## src/rtl/cbi_sample_fifo_bank.sv

```systemverilog
// Bank of NCH independent show-ahead sample FIFOs with level/watermark flags,
// sticky overflow/underflow, per-channel flush and 32-bit sample formatting.
module cbi_sample_fifo_bank #(
   parameter int NCH   = 2,
   parameter int DEPTH = 16,
   parameter int DW    = 24,
   localparam int AW   = $clog2(DEPTH)
) (
   input  logic                  clk,
   input  logic                  rst,
   input  logic [NCH-1:0]        en,
   input  logic [NCH-1:0]        flush,
   input  logic [NCH-1:0]        push,
   input  logic [NCH*DW-1:0]     push_data,
   input  logic [NCH-1:0]        pop,
   output logic [NCH*32-1:0]     pop_data,
   input  logic                  fmt_sext,
   input  logic                  fmt_ljust,
   input  logic [AW:0]           wm_hi,
   input  logic [AW:0]           wm_lo,
   output logic [NCH-1:0]        full,
   output logic [NCH-1:0]        empty,
   output logic [NCH-1:0]        afull,
   output logic [NCH-1:0]        aempty,
   output logic [NCH*(AW+1)-1:0] level,
   output logic [NCH-1:0]        ovf,
   output logic [NCH-1:0]        unf,
   input  logic [NCH-1:0]        clr_ovf,
   input  logic [NCH-1:0]        clr_unf
);

   for (genvar g = 0; g < NCH; g++) begin : g_ch
      logic [AW:0]   head;
      logic [AW:0]   tail;
      logic [AW:0]   lvl;
      logic [DW-1:0] mem [DEPTH];
      logic          is_full;
      logic          is_empty;
      logic          push_req;
      logic          wr;
      logic          rd;
      logic          ovf_r;
      logic          unf_r;
      logic [DW-1:0] s;
      logic [31:0]   zx;
      logic [31:0]   sx;
      logic [31:0]   fmt;

      assign lvl      = head - tail;
      assign is_empty = (head == tail);
      assign is_full  = ((head ^ tail) == {1'b1, {AW{1'b0}}});

      // Flush discards both strobes of the cycle; pop does not depend on en.
      assign push_req = en[g] & push[g] & ~flush[g];
      assign rd       = pop[g] & ~flush[g] & ~is_empty;
      assign wr       = push_req & (~is_full | rd);

      always_ff @(posedge clk) begin
         if (rst) begin
            head  <= '0;
            tail  <= '0;
            ovf_r <= 1'b0;
            unf_r <= 1'b0;
         end else begin
            if (flush[g]) begin
               head <= '0;
               tail <= '0;
            end else begin
               if (wr) head <= head + 1'b1;
               if (rd) tail <= tail + 1'b1;
            end
            ovf_r <= (push_req & is_full & ~rd) | (ovf_r & ~clr_ovf[g]);
            unf_r <= (pop[g] & ~flush[g] & is_empty) | (unf_r & ~clr_unf[g]);
         end
      end

      // When full with a pop, head and tail address the same slot; the read
      // is combinational this cycle so overwriting it at the edge is safe.
      always_ff @(posedge clk) begin
         if (!rst && wr) mem[head[AW-1:0]] <= push_data[g*DW +: DW];
      end

      assign s   = mem[tail[AW-1:0]];
      assign zx  = 32'(s);
      assign sx  = 32'($signed(s));
      assign fmt = fmt_ljust ? (zx << (32 - DW)) : (fmt_sext ? sx : zx);

      assign pop_data[g*32 +: 32]   = is_empty ? '0 : fmt;
      assign full[g]                = is_full;
      assign empty[g]               = is_empty;
      assign afull[g]               = (lvl >= wm_hi);
      assign aempty[g]              = (lvl <= wm_lo);
      assign level[g*(AW+1) +: AW+1] = lvl;
      assign ovf[g]                 = ovf_r;
      assign unf[g]                 = unf_r;
   end

endmodule
```

## config.mk

```make
export PLATFORM = sky130hd
export DESIGN_NAME = cbi_sample_fifo_bank
export DESIGN_NICKNAME = d
export VERILOG_FILES = /design/src/rtl/cbi_sample_fifo_bank.sv
export SDC_FILE = /design/constraint.sdc
export NUM_CORES = 1
export LEC_CHECK = 0
export CORE_MARGIN = 2
export CORE_UTILIZATION = 24
export CTS_BUF_LIST = sky130_fd_sc_hd__clkbuf_2
export CTS_CLUSTER_DIAMETER = 80
export DETAILED_ROUTE_END_ITERATION = 12
export SLEW_MARGIN = 10
export SYNTH_ARGS = -nofsm -noshare
export SYNTH_HDL_FRONTEND = slang
export SYNTH_SLANG_ARGS = --single-unit
```

## constraint.sdc

```tcl
create_clock -name clk -period 4 [get_ports clk]
set_input_delay 0.4 -clock clk [delete_from_list [all_inputs] [get_ports clk]]
set_output_delay 0.4 -clock clk [all_outputs]
set_load 0.05 [all_outputs]
```

; Yosys cells after proc, flatten, opt, wreduce, memory -nomap -nowiden
; Memories as Yosys holds them, arrays and structs flattened. A register that Yosys moved wholly into a read port is not among the register bits.
; Cells that the tools add are included.
[totals]
regBits = 24
ramBits = 768
inputBits = 74
output_inout_bits = 86
n_memories = 2
[memory_table]
columns = name, words, width, rd, rd_clocked_by_memory_dff, write_ports, line
row1 = g_ch[0].mem, 16, 24, 1, 1, 1, 36  ; logic [DW-1:0] mem [DEPTH];
row2 = g_ch[1].mem, 16, 24, 1, 1, 1, 36
[classes]
n_addsub = 6
n_lt_le_gt_ge = 4
eq_ne = 4
muxes = 14
n_bitwise = 40
n_reduce_logical = 5
[op_table]
columns = cell, count
row1 = $mux W32, 6
row2 = $add A5 B1 Y5 const B, 4
row3 = $and A1 B1 Y1, 20
row4 = $mux W4, 4
row5 = $not A1 Y1, 12
row6 = $eq A5 B5 Y1, 2
row7 = $eq A5 B5 Y1 const B, 2
row8 = $ge A5 B5 Y1, 2
row9 = $le A5 B5 Y1, 2
row10 = $sub A5 B5 Y5, 2
row11 = $xor A5 B5 Y5, 2
row12 = $or A1 B1 Y1, 6
row13 = $mux W1, 4
row14 = $reduce_or A2 Y1, 2
row15 = $logic_and A1 B1 Y1, 2
row16 = $logic_not A1 Y1, 1

; Logic depth before layout (Yosys ltp)
; Gate-level depths: netlist of the first run.
[depth]
depth_word = 8
ltp_mapped = 10
mapped_depth_nobuf = 10

; Worst setup path before layout of the first run
; No wires, ideal clock.
[synth_timing]
kind = register to register
startpoint = register g_ch[0].head[0]
endpoint = memory g_ch[0].mem[3][0], enable pin
setup_ns = 0.435
arrival_ns = 3.474
setup_slack_ns = 0.091
stages_incl_launch_ff = 8
path_buffers = 0
synth_period_minus_slack_ns = 3.909
path_cell_list = dfxtp_1 -> inv_1 -> ha_1 -> and4_1 -> a31oi_1 -> nor2b_1 -> nand2_1 -> nor3_1
[synth_via]
elab_chain_cells = 8
elab_cells_between_ends = 11
cone_classes = eq/ne (2) / mux (2) / bitwise (6) / reduce/logical (1)
[synth_lines]
columns = element, line
row1 = "start, declared", 33  ; logic [AW:0] head;
row2 = "start signal, assigned", 69  ; if (wr) head <= head + 1'b1;
row3 = $xor A5 B5 Y5 / $eq A5 B5 Y1 (equally long branches), "51, 50"
row4 = $eq A5 B5 Y1 / $not A1 Y1 (equally long branches), "51, 55"
row5 = $not A1 Y1 / $and A1 B1 Y1 (equally long branches), "56, 55"
row6 = $or A1 B1 Y1, 56  ; assign wr = push_req & (~is_full | rd);
row7 = $and A1 B1 Y1, 56
row8 = $logic_and A1 B1 Y1, 80  ; if (!rst && wr) mem[head[AW-1:0]] <= push_data[g*DW +: DW];
row9 = $mux W1, 80
row10 = $mux W1 (implied by the code), 80
row11 = "end, declared", 36
; Parallel ways exist; a longest one is shown, timed or not.

; Final worst setup path of the first run
[layout_timing]
startpoint = register g_ch[0].head[0]
endpoint = output port aempty[0]
[layout_via]
elab_chain_cells = 2
[layout_lines]
columns = element, line
row1 = $sub A5 B5 Y5, 49  ; assign lvl = head - tail;
row2 = $le A5 B5 Y1, 92  ; assign aempty[g] = (lvl <= wm_lo);
row3 = "end, declared", 24  ; output logic [NCH-1:0] aempty,
; Every way passes these cells.

==> results of run 1 <==
[cells in the final DEF (no fill, tap or decap), types with 14 or more instances in the layout]
master and n:
buf_16 17, inv_1 25, buf_12 93, a22o_1 88, clkinv_1 40, dlygate4sd3_1 72
o22ai_4 25, ha_1 27, clkdlybuf4s50_1 79, edfxtp_1 768, buf_6 40, a21oi_4 14
nor2_2 26, mux4_2 186, nor2_4 64, mux2i_1 15, clkbuf_2 271, nor2_1 29
buf_4 66, nand2_1 16
[repair_timing]
item / CTS / global route
gates resized for setup: 346 / 79
hold buffers: 72 / 0
cloned: 19 / 4
setup endpoints to repair: 80 / 66
buffers inserted: 72 / 22
pin swaps: 75 / 80
hold endpoints to repair: 800 / 0
[sequential cells by signal, indices dropped and copies added (netlist names), named ones only]
signal and flops:
g_ch.mem 768, g_ch.unf_r 2, g_ch.tail 10, g_ch.ovf_r 2, g_ch.head 10
[synthesized netlist by cell type (11+ instances only)]
master / count
edfxtp_1: 768
mux4_2: 186
nor2_1: 118
a22o_1: 92
clkbuf_1: 42
ha_1: 38
o22ai_1: 34
dfxtp_1: 32
inv_1: 30
buf_2: 28
nand2_1: 18
mux2i_1: 16
a21oi_2: 14
xnor2_1: 14
nand2b_1: 13
a21o_1: 12
a21oi_1: 12
buf_4: 12
nand4_1: 11
[cells by family (layout without fill, tap and decap cells)]
group	after synthesis	count (layout)
AOI/OAI and AO/OA	183	183
xor gates and xnor gates	24	24
adders and majority gates	40	40
buffers and inverters	118	752
DFF	800	800
muxes	202	202
other	0	6
and+or+nand+nor	200	203
[per-stage QoR]
| step | instance area, sq um | setup WS [ps] | std cells | hold slack (ps) | TNS [ps] |
|---|---|---|---|---|---|
| 3_3_place_gp | 36400 | 584.3 | 3452 | 464.7 | 0 |
| 4_1_cts | 41300 | -381.1 | 3943 | 46.16 | -7896 |
| 2_1_floorplan | 31750 | 90.85 | 1567 | 443.8 | 0 |
| 5_1_grt | 41840 | -331.1 | 3962 | 178.2 | -6611 |
| 6_report | 41850 | -150.7 | 3965 | 222.0 | -488.6 |
| 3_5_place_dp | 36400 | 619.2 | 3452 | 467.1 | 0 |
[power breakdown]
part           internal [mW]  switching [mW]  total [mW]  leakage [nW]
Clock                   1.96            3.25        5.21          1.27
Sequential              9.16         0.00404        9.17          7.18
Combinational          0.242           0.319       0.561          4.94
[worst paths after layout]
path	slack, ps	endpoint	cells after the start	start
max	-150	aempty[0]	11	g_ch[0].head[0]
min reg2reg	560	g_ch[0].head[4]	2	g_ch[0].head[4]
min	220	g_ch[0].head[0]	3	rst
max reg2reg	910	g_ch[0].ovf_r	8	g_ch[0].tail[2]
[worst min-delay path, stage by stage]
cell	delay, ps
clkdlybuf4s50_1	810
or2_2	350
nor2_1	70
[final cells by class]
class	count	area, sq um	area share
repair buffers	394	5149	0.1230
diodes	6	15.01	0.0003588
clock inverters	57	311.5	0.007445
flip-flops and latches	800	23750	0.5676
multi-input cells	652	8944	0.2137
inverters	30	122.6	0.002930
well taps	1755	2196	0.05248
clock buffers	271	1356	0.03241
[layer usage]
| layer | routed length [microns] | up-vias |
|---|---|---|
| li1 | - | 7599 |
| met1 | 35290 | 9226 |
| met2 | 41870 | 761 |
| met3 | 6868 | 148 |
| met4 | 1971 | 2 |
| met5 | 13 | - |
==> summary.txt, run 1 <==
GRT
  • Largest net degree at the start of global routing: 40
  • Met2 Resource Use GR: 0.2066
  • Initial antenna violation count: 6
  • Gr ovfl total: 0
  • Vias in the first global route: 18920
  • First-pass GRT wire length: 124.5 mm
  • Met1 Usage GRT: 0.1565
  • Tot GR Track Use: 0.1254
  • Top Usage Layer GRT: met2
  • Grt met3 use: 0.03636

Worst setup path
  • Setup CP Type: reg2out
  • Slowest cell on crit path: fa_2
  • Critical Path AT: 3750 ps
  • Worst Path Buf+Inv: 3
  • CP Capture Type: primary output
  • Crit Path Max Fanout: 2
  • Startpoint types: flop
  • Most frequent CP cell: o21a_1
  • Cell family with most CP delay: adder cells
  • CP max stage delay: 570 ps
  • Critical path required time: 3600 ps
  • Cells along the critical path: inv_4 > ha_4 > inv_4 > fa_2 > ha_4 > nor2b_1 > o21a_1 > o21a_1 > o21a_1 > o22ai_2 > buf_6

Logic synthesis
  • Fraction of registers with async set/reset: 0
  • Post-Synthesis Cells: 1567
  • Yosys reg bits: 800
  • Simple-Gate Fraction of Synth Area: 0.02853
  • Syn Std Cell Area: 31750 sq um
  • Mux cell area share after synthesis: 0.1370
  • Synth Area in Adders: 0.01624
  • Top FF cell, synth: edfxtp_1
  • Yosys cell types: 43
  • Top cell type's share of synthesized area: 0.7264
  • Syn avg cell area: 20.26 sq um
  • Largest family of logic cells by synthesized area: multiplexers
  • Mapped Nets: 1681
  • Compound-Gate Fraction of Synth Area: 0.04599
  • Synth Area in XOR/XNOR: 0.006621
  • Yosys warns: 0
  • Sequential fraction of the synthesis area: 0.7466
  • Cells taking the most area after synthesis: edfxtp_1, mux4_2, a22o_1, dfxtp_1, ha_1
  • Number of flops mapped to enable cells by yosys: 768
  • Synth area leader: edfxtp_1

Routing
  • DR pass1 iterations: 5
  • Per-cell routed wire length: 21.69 microns
  • Vias: 17740
  • Detail Route Antenna Nets: 0
  • DRT iter0 DRCs: 1604
  • Remaining DRCs: 0
  • Post-DR vias/cell: 4.473
  • Post-Route WL: 86.01 mm

Clocking
  • CTS tree: built
  • Reg clk slew, reported paths: 110 ps
  • Clk sinks: 800
  • Num CTS Buffers: 184
  • Clock Tree Buf Depth: 3
  • Clk_lat worst skew: 1500 ps
  • H-tree levels: 4
  • CTS Root Cell: clkbuf_2

Power
  • PwrDens: 357.0 nW/um^2
  • LEAKAGE: 13.38 nW
  • VDD IR max: 243.1 uV
  • Power, Total: 14.94 mW

Timing
  • Fin crit share: 1.038
  • Relative slew slack: 0.3314
  • Slew Limit Fails: 0
  • Skew final: 118.8 ps
  • Final hold violations: 0
  • Final Setup Violations: 6
  • RSZ-0062 raised after global routing: true
  • Slew @ Worst Pin: 1003 ps
  • Fmax achieved: 240.9 MHz
  • Crit path setup slack, layout: -150.7 ps
  • Final Critical Period: 4151 ps

Final layout
  • P&R area growth vs syn: 31.81%
  • Net count, final: 2176
  • Final Core Density: 0.3183
  • Fill count: 12630
  • Ratio of cells with drive above 1 in the final layout: 0.4229

Placement
  • Buffers on Ports: 159
  • Post-DP HPWL: 46.62 mm
  • Gp weighted congestion: 0.7701

Die
  • Core footprint: 131500 sq um
  • Cell row count: 133
  • Die X: 367.7 microns
  • Die ar.: 135200 sq um
  • Starting Density: 0.2415
  • Die span in y: 367.7 microns
  • Boundary Pins: 160

Min path
  • Hold crit path type: in2reg

Run status
  • Failing checks: negative setup slack
  • Status: finished, violations left

Job
  • Number of max-cap violations: 0
No activity file was read; power rests on OpenSTA's default activity.
==> run 2: changes to the inputs <==
--- a/config.mk
+++ b/config.mk
@@ -5,6 +5,7 @@
 export SDC_FILE = /design/constraint.sdc
 export NUM_CORES = 1
 export LEC_CHECK = 0
+export ABC_AREA = 1
 export CORE_MARGIN = 2
 export CORE_UTILIZATION = 24
 export CTS_BUF_LIST = sky130_fd_sc_hd__clkbuf_2
==> run 2 against run 1 <==
  * The run now ends clean
  * Non-clock buffer count down 22
  * Power up 1.8%
  * Utilization fell by 1.1 points
  * Cell count increased by 39%
  * Die area increased by 7.1%
  * Worst hold slack improved by 58 ps
  * Count of clock-buffer cells in the layout shrank 3
  * Sequential share of layout area is 2.0 points lower
  * Critical path depth up 1
==> summary.txt, run 2 <==
Worst setup path
  • Setup CP Type: reg2out
  • Startpoint types: flop
  • Most frequent CP cell: ha_4
  • Critical path required time: 3600 ps (about the same)
  • Reg2reg setup slack: 1100 ps (+190 ps)
  • Critical Path AT: 3560 ps (-190 ps)
  • Worst R2R Path Depth: 11 (+3)
  • Setup crit end: aempty[0]
  • CP Capture Type: primary output
  • CP max stage delay: 370 ps (-200 ps)
  • Crit. Startpoint: g_ch[0].head[0]
  • Worst R2R End: g_ch[1].mem[14][12]
  • Slowest cell on crit path: fa_2
  • Crit Path Max Fanout: 3 (+1)
  • Cells along the critical path: inv_4 > ha_4 > inv_2 > fa_2 > nand3_2 > nand2_2 > xor2_2 > ha_4 > nand4_1 > o221ai_2 > o21ai_1 > buf_6
  • Reg2reg start: g_ch[1].head[2]

Power
  • LEAKAGE: 15.72 nW (+17%)
  • VDD IR max: 197.0 uV (-19%)
  • Sw frac: 0.2484 (+0.009258)
  • Int Power: 11.43 mW (+0.54%)
  • Seq pwr share: 0.603 (-0.011)
  • Clock network fraction of total power: 0.351 (+0.002)
  • P_sw: 3.777 mW (+5.7%)
  • Combinational fraction of design power: 0.046 (+0.008)
  • PwrDens: 350.4 nW/um^2 (-1.9%)

Logic synthesis
  • Most common cell in the netlist: edfxtp_1
  • Synth area leader: edfxtp_1
  • Fraction of registers with async set/reset: 0 (unchanged)
  • Post-Synthesis Cells: 3063 (+95%)
  • Sequential fraction of the synthesis area: 0.6967 (-0.04989)
  • Number of flops mapped to enable cells by yosys: 768 (unchanged)
  • Mapped Nets: 3177 (+89%)
  • Cells taking the most area after synthesis: edfxtp_1, nor2_1, nand2_1, nand3_1, o21ai_0
  • Yosys reg bits: 800 (unchanged)
  • Top FF cell, synth: edfxtp_1
  • Syn avg cell area: 11.11 sq um (-45%)
  • Yosys warns: 0 (unchanged)
  • Yosys cell types: 34 (-21%)
  • Top cells by count, synth: edfxtp_1, nor2_1, nand2_1, nand3_1, o21ai_0
  • Top cell type's share of synthesized area: 0.6779 (-0.04855)
  • Syn Std Cell Area: 34020 sq um (+7.2%)

Timing
  • Slew @ Worst Pin: 1016 ps (+13.08 ps)
  • Skew final: 95.99 ps (-22.81 ps)
  • Fin Setup TNS: 0 ps (+488.6 ps)
  • Relative slew slack: 0.3226 (-0.008718)
  • Slew Limit Fails: 0 (unchanged)
  • Fin crit share: 0.9911 (-0.04660)
  • Fmax achieved: 252.3 MHz (+4.7%)
  • Min Hold Slack: 280.3 ps (+58.35 ps)
  • Final hold violations: 0 (unchanged)
  • Final Critical Period: 3964 ps (-186.4 ps)
  • RSZ-0062 raised after global routing: true
  • Final Setup Violations: 0 (-6)

Final layout
  • Final Core Density: 0.3076 (-0.01070)
  • Cell Count, Final, Fillers Out: 5507 (+39%)
  • Commonest non-fill, non-tap cells in the layout: edfxtp_1, nor2_1, nand2_1, nand3_1, clkbuf_2
  • Commonest non-fill, non-tap cell in the layout: edfxtp_1
  • P&R area growth vs syn: 27.55%
  • Largest register FFs: 768 (unchanged)
  • Net count, final: 3578 (+64%)
  • Ratio of cells with drive above 1 in the final layout: 0.2043 (-0.2186)

Die
  • Cell row count: 138 (+3.8%)
  • Core footprint: 141100 sq um (+7.3%)
  • Starting Density: 0.2412 (-0.0003251)
  • Boundary Pins: 160 (unchanged)
  • Die X: 380.5 microns (+3.5%)
  • Die span in y: 380.5 microns (+3.5%)
  • Die ar.: 144800 sq um (+7.1%)

Routing
  • Post-Route WL: 104.3 mm (+21%)
  • Remaining DRCs: 0 (unchanged)
  • DR pass1 iterations: 5 (unchanged)
  • Vias: 24810 (+40%)
  • DRT iter0 DRCs: 2140 (+33%)
  • Per-cell routed wire length: 18.94 microns (-13%)
  • Detail Route Antenna Nets: 0 (unchanged)
  • Post-DR vias/cell: 4.506 (+0.73%)

Clocking
  • CTS Root Cell: clkbuf_2
  • Clk sinks: 800 (unchanged)
  • Num CTS Buffers: 193 (+4.9%)
  • CTS tree: built
  • Reg clk slew, reported paths: 90 ps (-20 ps)
  • Clock Tree Buf Depth: 3 (unchanged)
  • Clk_lat worst skew: 1560 ps (+60 ps)
  • H-tree levels: 4 (unchanged)

GRT
  • Vias in the first global route: 23920 (+26%)
  • Tot GR Track Use: 0.1384 (+0.01307)
  • Initial antenna violation count: 7 (+1)
  • Gr ovfl total: 0 (unchanged)
  • First-pass GRT wire length: 150.9 mm (+21%)
  • Largest net degree at the start of global routing: 67 (+68%)

Run status
  • Status: complete, no violations

Placement
  • Gp weighted congestion: 0.8192 (+6.4%)
  • Buffers on Ports: 159 (unchanged)
  • Placed Cells: 5011 (+45%)
  • Post-DP HPWL: 54.05 mm (+16%)

Job
  • Number of max-cap violations: 0 (unchanged)

Min path
  • Hold crit path type: in2reg
run 2: cell count changes in the layout (fill, tap and decap cells not counted), sizes merged, moves of 20 or more:
cell	delta
buf	-35
inv	+162
o21ai	+276
o211ai	+50
o22ai	-33
nand3	+338
a21oi	+20
a22o	-92
nand2	+529
nor2	+442
mux4	-186
run 2: critical path, delay by kind of cell, from the launching register on:
| kind | cells | cell delay [ps] |
|---|---|---|
| compound gates | 2 | 250 |
| xor+xnor | 1 | 180 |
| fa+ha+maj | 3 | 800 |
| buf+inv | 3 | 260 |
| flops | 1 | 360 |
| simple gates | 3 | 260 |
run 2: final cells by class:
type | instances | area [sq um]
Clock inverter | 71 | 391.6
Timing Repair inverter | 6 | 78.83
Clock buffer | 268 | 1341
Multi-Input combinational cell | 1900 | 9869
Tap cell | 1890 | 2365
Fill cell | 14260 | 97670
Antenna cell | 9 | 22.52
Timing Repair Buffer | 372 | 4741
Inverter | 191 | 829.5
Sequential cell | 800 | 23750
run 2: cell families (layout without fill, tap and decap cells):
group,Yosys count,count (layout),synth area share
XOR/XNOR,17,17,0.004818
adder cells (fa/ha/maj),40,40,0.01515
AND/OR/NAND/NOR,1460,1460,0.1780
flip-flops,800,800,0.6967
other,0,9,0
AO/OA/AOI/OAI,383,383,0.06061
buffers and inverters,363,908,0.04472
run 2: metrics by stage:
step	total power [mW]	setup slack, ps	cell area (sq um)
floorplan	9.598	138.1	34020
global placement	9.928	525.9	38720
detailed placement	9.935	559.6	38720
CTS	15.33	-237.3	42710
global route	15.80	-285.2	43390
finish	15.20	35.72	43390
run 2: worst min path at each step:
| stage | from | end | cells after the start |
|---|---|---|---|
| after floorplan | g_ch[0].ovf_r | g_ch[0].ovf_r | 2 |
| after global placement | g_ch[0].ovf_r | g_ch[0].ovf_r | 2 |
| after detailed placement | g_ch[1].ovf_r | g_ch[1].ovf_r | 2 |
| after CTS | en[1] | g_ch[1].head[0] | 6 |
| after global routing | pop[1] | g_ch[1].tail[1] | 6 |
| final | en[1] | g_ch[1].head[0] | 6 |
run 2: repair_timing:
item | in CTS | in global routing
hold buffers | 78 | 0
buffers inserted | 31 | 19
pin swaps | 23 | 45
gates resized for setup | 248 | 97
endpoints found under the hold margin | 800 | 0
setup endpoints to repair | 80 | 59
cloned | 15 | 10
run 2: layer usage:
layer  vias to the layer above  GRT usage  wire, microns  share of wire
li1                      11490          -              -              -
met1                     12200     0.1826          44900           0.43
met2                       948     0.2242          49050           0.47
met3                       171    0.03095           7784          0.075
met4                         4    0.04600           2558          0.025
met5                         -          0             27        0.00026
run 2: power groups by stage:
stage | logic, mW | clock network (mW) | registers, mW
floorplan | 0.230 | 0 | 9.37
global placement | 0.560 | 0 | 9.37
detailed placement | 0.567 | 0 | 9.37
CTS | 0.680 | 5.48 | 9.17
global route | 0.748 | 5.87 | 9.17
finish | 0.700 | 5.33 | 9.17
==> run 3: changes to the inputs <==
--- a/config.mk
+++ b/config.mk
@@ -6,11 +6,13 @@
 export NUM_CORES = 1
 export LEC_CHECK = 0
 export ABC_AREA = 1
+export ABC_CLOCK_PERIOD_IN_PS = 4000
 export CORE_MARGIN = 2
 export CORE_UTILIZATION = 24
 export CTS_BUF_LIST = sky130_fd_sc_hd__clkbuf_2
 export CTS_CLUSTER_DIAMETER = 80
 export DETAILED_ROUTE_END_ITERATION = 12
+export GPL_TIMING_DRIVEN = 0
 export SLEW_MARGIN = 10
 export SYNTH_ARGS = -nofsm -noshare
 export SYNTH_HDL_FRONTEND = slang
==> run 3 against run 2 <==
  * Die area stayed put
  * Setup slack got worse by 99 ps
  * Utilization rose by 0.66 points
  * Power barely moved
  * Count of clock-buffer cells in the layout shrank 10
  * First-iteration DRC count increased by 20%
  * Design area rose by 2.2%
  * Highest routed layer unchanged
  * Via count up 2.7%
  * The flow now finishes with violations (negative setup slack)
  * Critical path depth stayed put
  * Largest cell class unchanged
==> summary.txt, run 3 (synthesis gave the netlist of run 2 again) <==
Power
  • VDD IR max: 221.4 uV (+12%)
  • Sw frac: 0.2553 (+0.006864)
  • Clock network fraction of total power: 0.349 (-0.002)
  • Power, Total: 15.21 mW (about the same)
  • PwrDens: 343.0 nW/um^2 (-2.1%)
  • P_sw: 3.882 mW (+2.8%)
  • LEAKAGE: 16.33 nW (+3.9%)
  • Seq pwr share: 0.603 (about the same)
  • Int Power: 11.32 mW (-0.90%)
  • Combinational fraction of design power: 0.048 (+0.002)

Min path
  • Hold crit path type: in2reg

GRT
  • Vias in the first global route: 24950 (+4.3%)
  • Largest net degree at the start of global routing: 23 (-66%)
  • Tot GR Track Use: 0.1464 (+0.007938)
  • Gr ovfl total: 0 (unchanged)
  • Initial antenna violation count: 8 (+1)
  • First-pass GRT wire length: 158.9 mm (+5.2%)

Routing
  • DR pass1 iterations: 5 (unchanged)
  • Detail Route Antenna Nets: 0 (unchanged)
  • Remaining DRCs: 0 (unchanged)
  • Per-cell routed wire length: 19.48 microns (+2.8%)
  • DRT iter0 DRCs: 2566 (+20%)
  • Vias: 25490 (+2.7%)
  • Post-DR vias/cell: 4.532 (+0.59%)
  • Post-Route WL: 109.5 mm (+5.0%)

Clocking
  • CTS tree: built
  • Clk sinks: 800 (unchanged)
  • Num CTS Buffers: 188 (-2.6%)
  • Reg clk slew, reported paths: 110 ps (+20 ps)
  • H-tree levels: 4 (unchanged)
  • Clock Tree Buf Depth: 3 (unchanged)
  • Clk_lat worst skew: 1520 ps (-40 ps)
  • CTS Root Cell: clkbuf_2

Final layout
  • P&R area growth vs syn: 30.31%
  • Ratio of cells with drive above 1 in the final layout: 0.2364 (+0.03211)
  • Fill count: 14200 (-0.42%)
  • Commonest non-fill, non-tap cell in the layout: edfxtp_1
  • Cell Count, Final, Fillers Out: 5623 (+2.1%)
  • Net count, final: 3699 (+3.4%)
  • Multi-input gate area in the final layout: 10140 sq um (+2.8%)
  • Largest register FFs: 768 (unchanged)
  • Sequential Area: 23750 sq um (about the same)
  • Commonest non-fill, non-tap cells in the layout: edfxtp_1, nor2_1, nand2_1, nand3_1, clkbuf_2

Timing
  • Fmax achieved: 246.1 MHz (-2.4%)
  • Crit path setup slack, layout: -63.37 ps (-99.09 ps)
  • Fin crit share: 1.016 (+0.02477)
  • Final Setup Violations: 4 (+4)
  • Final hold violations: 0 (unchanged)
  • Relative slew slack: 0.2884 (-0.03426)
  • Final Critical Period: 4063 ps (+99.09 ps)
  • Slew Limit Fails: 0 (unchanged)
  • Slew @ Worst Pin: 1067 ps (+51.39 ps)
  • RSZ-0062 raised after global routing: true
  • Skew final: 96.98 ps (+0.9927 ps)

Placement
  • Placed Cells: 5142 (+2.6%)
  • Gp weighted congestion: 0.8628 (+5.3%)
  • Post-DP HPWL: 73.90 mm (+37%)
  • Buffers on Ports: 157 (-1.3%)

Die
  • Core footprint: 141100 sq um (unchanged)
  • Cell row count: 138 (unchanged)
  • Die X: 380.5 microns (unchanged)
  • Die span in y: 380.5 microns (unchanged)
  • Starting Density: 0.2412 (unchanged)
  • Boundary Pins: 160 (unchanged)
  • Die ar.: 144800 sq um (unchanged)

Worst setup path
  • Critical path required time: 3600 ps (about the same)
  • Startpoint types: flop
  • CP Capture Type: primary output
  • Crit Path Max Fanout: 3 (unchanged)
  • Critical Path AT: 3660 ps (+100 ps)
  • Setup CP Type: reg2out

Run status
  • Failing checks: negative setup slack
  • Status: finished, violations left

Job
  • Number of max-cap violations: 0 (unchanged)
==> run 3: timing repair <==
item,CTS,global route
resized for setup,936,151
endpoints found under the hold margin,897,0
pin swaps,63,64
setup endpoints to repair,80,65
gates cloned,5,5
hold buffers,77,0
setup buffers,44,22
==> run 3: per-layer routing <==
metal / GRT usage / wire length [microns] / vias to the layer above
met5: 0 / 40 / -
met4: 0.05482 / 3116 / 6
met3: 0.03051 / 9195 / 199
met2: 0.2351 / 51340 / 1220
met1: 0.1937 / 45820 / 12340
li1: - / - / 11720
==> run 3: stage by stage <==
step	setup TNS, ps	utilization	worst slack [ps]	hold slack [ps]	area [sq um]
2_1_floorplan	0	-	138.1	443.6	34020
3_3_place_gp	-378050	0.2691	-673.1	455.4	37960
3_5_place_dp	-312.5	0.2768	-153.9	461.2	39050
4_1_cts	-1559	0.3086	-244.5	106.7	43530
5_1_grt	-3251	0.3142	-307.2	208.1	44330
6_report	-113.3	0.3142	-63.37	287.8	44330
==> run 3: power by group through the flow <==
| stage | clock network [mW] | logic, mW | registers [mW] |
|---|---|---|---|
| floorplan | 0 | 0.230 | 9.37 |
| global placement | 0 | 0.541 | 9.37 |
| detailed placement | 0 | 0.554 | 9.37 |
| CTS | 5.41 | 0.698 | 9.17 |
| global route | 5.78 | 0.774 | 9.18 |
| finish | 5.30 | 0.730 | 9.17 |
==> run 3: area by class of cell <==
class | count | area share
clock buffers | 258 | 0.02913
multi-input cells | 1900 | 0.2288
clock inverters | 74 | 0.008891
repair buffers | 336 | 0.09337
inverters | 191 | 0.01688
flip-flops and latches | 800 | 0.5356
plain buffers | 168 | 0.03356
diodes | 6 | 0.0003387
well taps | 1890 | 0.05334
==> run 3: path summary, 6_finish.rpt <==
check / from / depth (start not counted) / slack, ps / to
max: g_ch[0].head[0] / 12 / -60 / afull[0]
min: en[1] / 6 / 290 / g_ch[1].head[0]
max reg2reg: g_ch[1].head[1] / 15 / 650 / g_ch[1].mem[15][18]
min reg2reg: g_ch[0].tail[0] / 1 / 490 / g_ch[0].tail[0]
==> run 3: critical path: stages, from the launching register on <==
cell      delay (ps)
dfxtp_4          370
inv_4             70
ha_4             120
inv_2             40
fa_2             360
buf_6            140
xor2_4           210
ha_4             280
inv_2             20
o21bai_1         110
a21oi_1           80
o21bai_1         150
buf_4            220
